==> src/rtl/regfile_wr_arbiter.sv <==
// Arbitrates ALU (A) and load-return (B) writebacks onto the single regfile write port; tracks pending loads for RAW stalls.
// Latency: a write accepted in cycle N drives rw/addr3/wdata in N+1. hazard is combinational from the pending scoreboard.
// Backpressure: one grant per cycle, B preferred, A forced through after STARVE_MAX stalled cycles; the loser sees ready=0.
module regfile_wr_arbiter #(
    parameter int DW         = 32,
    parameter int AW         = 5,
    parameter int STARVE_MAX = 3
) (
    input  logic          clk,
    input  logic          rst_n,
    input  logic          a_valid,
    input  logic [AW-1:0] a_addr,
    input  logic [DW-1:0] a_data,
    output logic          a_ready,
    input  logic          b_valid,
    input  logic [AW-1:0] b_addr,
    input  logic [DW-1:0] b_data,
    output logic          b_ready,
    input  logic          issue_valid,
    input  logic [AW-1:0] issue_addr,
    input  logic [AW-1:0] rs_addr,
    input  logic [AW-1:0] rt_addr,
    output logic          hazard,
    output logic          rw,
    output logic [AW-1:0] addr3,
    output logic [DW-1:0] wdata
);

    localparam int NREG = 1 << AW;
    localparam int CW   = $clog2(STARVE_MAX + 1);

    typedef struct packed {
        logic [AW-1:0] addr;
        logic [DW-1:0] data;
    } wr_t;

    logic [CW-1:0]   starve_cnt;
    logic            starved;
    logic            grant_a;
    logic            grant_b;
    logic            granted;
    wr_t             win;
    logic            rw_q;
    logic            src_b_q;
    wr_t             out_q;
    logic [NREG-1:0] pend;
    logic [NREG-1:0] pend_nxt;

    assign starved = a_valid && (starve_cnt == CW'(STARVE_MAX));

    // Grants are held off during reset so neither source believes it was accepted.
    always_comb begin
        grant_a = 1'b0;
        grant_b = 1'b0;
        if (rst_n) begin
            if (b_valid && !starved) begin
                grant_b = 1'b1;
            end else if (a_valid) begin
                grant_a = 1'b1;
            end
        end
    end

    assign a_ready = grant_a;
    assign b_ready = grant_b;
    assign granted = grant_a || grant_b;

    always_comb begin
        win = '0;
        if (grant_b) begin
            win.addr = b_addr;
            win.data = b_data;
        end else begin
            win.addr = a_addr;
            win.data = a_data;
        end
    end

    always_ff @(posedge clk) begin
        if (!rst_n) begin
            starve_cnt <= '0;
        end else if (!a_valid || grant_a) begin
            starve_cnt <= '0;
        end else if (starve_cnt != CW'(STARVE_MAX)) begin
            starve_cnt <= starve_cnt + CW'(1);
        end
    end

    // r0 writes are accepted but never reach the port; addr3/wdata keep the last real write.
    always_ff @(posedge clk) begin
        if (!rst_n) begin
            rw_q    <= 1'b0;
            src_b_q <= 1'b0;
            out_q   <= '0;
        end else begin
            rw_q    <= granted && (win.addr != '0);
            src_b_q <= grant_b;
            if (granted && (win.addr != '0)) begin
                out_q <= win;
            end
        end
    end

    // A write sitting in the output stage when reset arrives must not commit that cycle.
    assign rw    = rw_q && rst_n;
    assign addr3 = out_q.addr;
    assign wdata = out_q.data;

    // Clear happens after the regfile has taken the value; a same-edge reissue wins.
    always_comb begin
        pend_nxt = pend;
        if (rw_q && src_b_q) begin
            pend_nxt[out_q.addr] = 1'b0;
        end
        if (issue_valid && (issue_addr != '0)) begin
            pend_nxt[issue_addr] = 1'b1;
        end
    end

    always_ff @(posedge clk) begin
        if (!rst_n) begin
            pend <= '0;
        end else begin
            pend <= pend_nxt;
        end
    end

    assign hazard = ((rs_addr != '0) && pend[rs_addr]) ||
                    ((rt_addr != '0) && pend[rt_addr]);

endmodule

==> config.mk <==
export PLATFORM = sky130hd
export DESIGN_NAME = regfile_wr_arbiter
export DESIGN_NICKNAME = d
export VERILOG_FILES = /design/src/rtl/regfile_wr_arbiter.sv
export SDC_FILE = /design/constraint.sdc
export NUM_CORES = 1
export LEC_CHECK = 0
export BUFFER_PORTS_ARGS = -buffer_cell sky130_fd_sc_hd__clkbuf_2
export CAP_MARGIN = 20
export CELL_PAD_IN_SITES_DETAIL_PLACEMENT = 0
export CELL_PAD_IN_SITES_GLOBAL_PLACEMENT = 1
export CORE_ASPECT_RATIO = 1.25
export CORE_MARGIN = 4
export CORE_UTILIZATION = 32
export DETAILED_ROUTE_END_ITERATION = 7
export GPL_ROUTABILITY_DRIVEN = 1
export PLACE_DENSITY = 0.87
export SYNTH_ARGS = -nofsm -noshare
export SYNTH_HDL_FRONTEND = slang
export SYNTH_SLANG_ARGS = --single-unit
==> constraint.sdc <==
create_clock -name clk -period 2.1 [get_ports clk]
set_input_delay 0.315 -clock clk [delete_from_list [all_inputs] [get_ports clk]]
set_output_delay 0.315 -clock clk [all_outputs]
set_load 0.01 [all_outputs]
==> results by group <==
Power
  • Switching pwr: just over 900 uW
  • Logic pwr share: about 17%
  • Sw Share: between 20% and 30%
  • Clock power share: between 30% and 40%
  • P_leak: between 0.002 and 0.0025 uW
  • Pwr/cell area: 705 nW/um^2
  • Peak supply drop: 0.000508 V
  • Reg power frac: a little over two fifths
  • Internal cell power: roughly 2500 uW

Run
  • Max cap viols: 0

CTS
  • CTS Buf Count: 9
  • Register clock-pin slew on the reported worst setup and hold paths: roughly 60 ps
  • Clock latency on the worst-skew pair: 330 ps
  • CTS H-tree lvls: 3
  • CTS tree: built
  • Clock Tree Buf Depth: 2
  • CTS root buffer: clkbuf_16
  • # clock sinks: between 70 and 80

STA
  • Min Tclk post-route: between 2000 and 2500 ps
  • Final setup fails: 1
  • RSZ-0062 raised after global routing: true
  • Worst-Margin Slew: 682 ps
  • Max-slew headroom: between 50% and 60%
  • Max Slew Vio Count: 0
  • Final Hold Fails: 0
  • Top achievable clock speed: between 400 and 500 MHz
  • Skew final: a little under 4 ps
  • Period utilization: 116%
  • Post-route worst setup slack: -345 ps

Placed design
  • Post-DP HPWL: between 8000 and 9000 um
  • Placed Area: ~4500 um^2
  • Placed Instances: ~700
  • Place WS: -265 ps
  • GPL Wtd Cong: between 0.9 and 1
  • PortBufs: around 130

Logic synthesis
  • Yosys cell types: 43
  • Syn Std Cell Area: 3600 um^2
  • Post-synth ARST share: 0%
  • Mapped Avg Cell Area: 8.12 um^2
  • Mapped Cells: between 400 and 500
  • Syn_nets: around 540
  • Seq/Total Area, Yosys: roughly two fifths
  • Post-synth EDFFs: 0
  • Register bit total from synthesis: between 70 and 80
  • Main synth FF type: dfxtp_1
  • Ys Warns: 0

Layout
  • Non-filler cells, final: a little over 700
  • Share of cells above drive strength 1: 33.6%
  • P&R area growth vs syn: 36.6%
  • Post-route cell area: ~4900 um^2
  • FILL cells: around 1,200
  • Post-layout net count: 680
  • Diode count: 0

Critical path
  • FF-to-FF Start: starve_cnt[0]$_SDFFE_PP0P_
  • Critical Path Sink Type: output port
  • Slowest cell on crit path: or4b_4
  • CP required: 1780 ps
  • Crit path largest cell delay: between 400 and 500 ps
  • Cell chain of the critical path: mux4_2 > a32o_1 > a21o_1 > or4b_4 > clkbuf_2
  • Crit path max fanout: 3
  • Worst setup path start: pend[31]$_SDFF_PN0_
  • Crit Path Category: reg2out
  • Startpoint Class: flop
  • Worst path arrival time: ~2100 ps

Routing
  • DR vias: between 3,000 and 4,000
  • Routed wire per std cell: 16.8 um
  • DRT iter0 DRCs: 121
  • Drt via density: between 5 and 6
  • DRT antenna net count: 0
  • Drc violations: 0
  • WL final: approximately 12,000 um
  • Router iterations before antenna repair: 4

Min path
  • HP Start: b_data[1]
  • Worst min path class: in2reg

Global routing
  • Antenna violations before repair: 0
  • Total track usage: approximately 18%
  • GRT overflow: 0
  • Global-route wire length before repair: approximately 18,000 um
  • Vias in the first global route: between 3,000 and 4,000
  • Largest net degree at the start of global routing: 65

Floorplanning
  • Die W: 103 um
  • I/O pin cnt: between 100 and 150
  • Core ar.: around 11,000 um^2
  • Starting Density: 32.5%
  • Die area: roughly 13,000 um^2
  • DIE HEIGHT: approximately 130 um
  • Rows: 43

Status
  • Status: finished with violations
  • Violated checks: negative setup slack
sequential cells by signal (all words and copies together) (netlist names):
| register | cells |
|---|---|
| addr3 | 5 |
| pend | 31 |
| rw_q | 1 |
| src_b_q | 1 |
| starve_cnt | 2 |
| wdata | 32 |
what timing repair did:
action,in CTS,in global routing
gates resized for setup,3,9
endpoints found under the setup margin,1,18
hold buffers,0,0
cloned,0,4
setup buffers,0,3
pin swaps,0,4
per-stage QoR:
stage               hold slack, ps  setup TNS (ps)  power (uW)  util [%]
floorplan                      398               0        1810         -
global placement               407            -258        2060      40.7
detailed placement             418            -265        2070      40.7
CTS                            213            -365        3450      43.1
global route                   221            -571        3630      44.4
finish                         223            -345        3470      44.4
area by class of cell:
cell class                 count  area, um^2  share of cell area [%]
timing repair buffer         161         978                    19.9
tap                          135         169                    3.43
clock inverter                 4        20.0                   0.407
multi-input combinational    335        2040                    41.5
clock buffer                  12         246                    5.01
sequential                    72        1440                    29.3
inverter                       6        22.5                   0.457
layer usage:
metal / vias up / wire length (um) / track usage [%]
met5: - / 0 / 0
met4: 0 / 278 / 5.87
met3: 20 / 933 / 6.16
met2: 166 / 5930 / 28.8
met1: 1825 / 5010 / 22.1
li1: 1883 / - / -
worst paths after layout:
kind | to | slack, ps | cells past startpoint
setup / recovery | hazard | -350 | 5
hold / removal | wdata[1]$_SDFFE_PN0P_ | 220 | 3
setup reg to reg | wdata[7]$_SDFFE_PN0P_ | 60 | 8
hold reg to reg | starve_cnt[0]$_SDFFE_PP0P_ | 420 | 1
cell usage after synthesis (4+ instances only):
master | number | area share [%]
nor2b_1 | 4 | 0.69
nand4_1 | 4 | 0.69
a211oi_1 | 4 | 0.83
clkbuf_1 | 20 | 2.1
nand3_1 | 7 | 0.97
nand2_1 | 108 | 11
buf_2 | 8 | 1.1
mux4_1 | 4 | 2.9
o21ai_0 | 36 | 5.0
mux2i_1 | 10 | 2.8
nor3b_1 | 4 | 0.83
mux4_2 | 8 | 5.0
inv_1 | 4 | 0.42
a21oi_1 | 32 | 4.4
a311oi_1 | 32 | 7.8
dfxtp_1 | 72 | 40
nor2_1 | 48 | 5.0
power by group through the flow:
stage / sequential, uW / clock (uW) / combinational [uW]
global placement: 1520 / 0 / 536
global route: 1510 / 1460 / 655
floorplan: 1540 / 0 / 274
detailed placement: 1530 / 0 / 546
finish: 1500 / 1370 / 600
CTS: 1500 / 1410 / 547
worst max-delay path, delay by kind of cell, from the launching register on:
family                 cells  cell delay, ps
and+or+nand+nor            1             490
muxes                      1             450
DFF                        1             330
AOI/OAI and AO/OA          2             400
buffers and inverters      1             140
layout by cell type, fill, tap and decap left out, drive strengths merged, types with 2 or more instances in the layout:
cell / netlist / routed
nand2: 108 / 108
and3: 2 / 2
a2111oi: 3 / 3
clkbuf: 20 / 149
clkinv: 1 / 5
o21ai: 36 / 36
nor2b: 4 / 4
mux4: 12 / 12
dfxtp: 72 / 72
or3b: 2 / 2
nand4: 4 / 4
buf: 11 / 24
a311oi: 32 / 32
or3: 3 / 3
mux2i: 10 / 10
nand3: 7 / 7
a211oi: 4 / 4
nor3: 2 / 2
nand3b: 3 / 3
nor2: 48 / 48
nor3b: 4 / 4
nand4b: 2 / 2
and2: 3 / 3
a21oi: 32 / 32
inv: 5 / 5
logic make-up (layout without fill, tap and decap cells):
| kind of cell | count (synthesis) | after routing | share of synthesized area, % |
|---|---|---|---|
| adders and majority gates | 1 | 1 | 0.347 |
| buffers and inverters | 37 | 183 | 4.34 |
| and+or+nand+nor | 197 | 197 | 23.8 |
| AOI/OAI and AO/OA | 114 | 114 | 20.5 |
| DFF | 72 | 72 | 40.0 |
| muxes | 23 | 23 | 11.0 |
(Power assumes the default switching activity.)
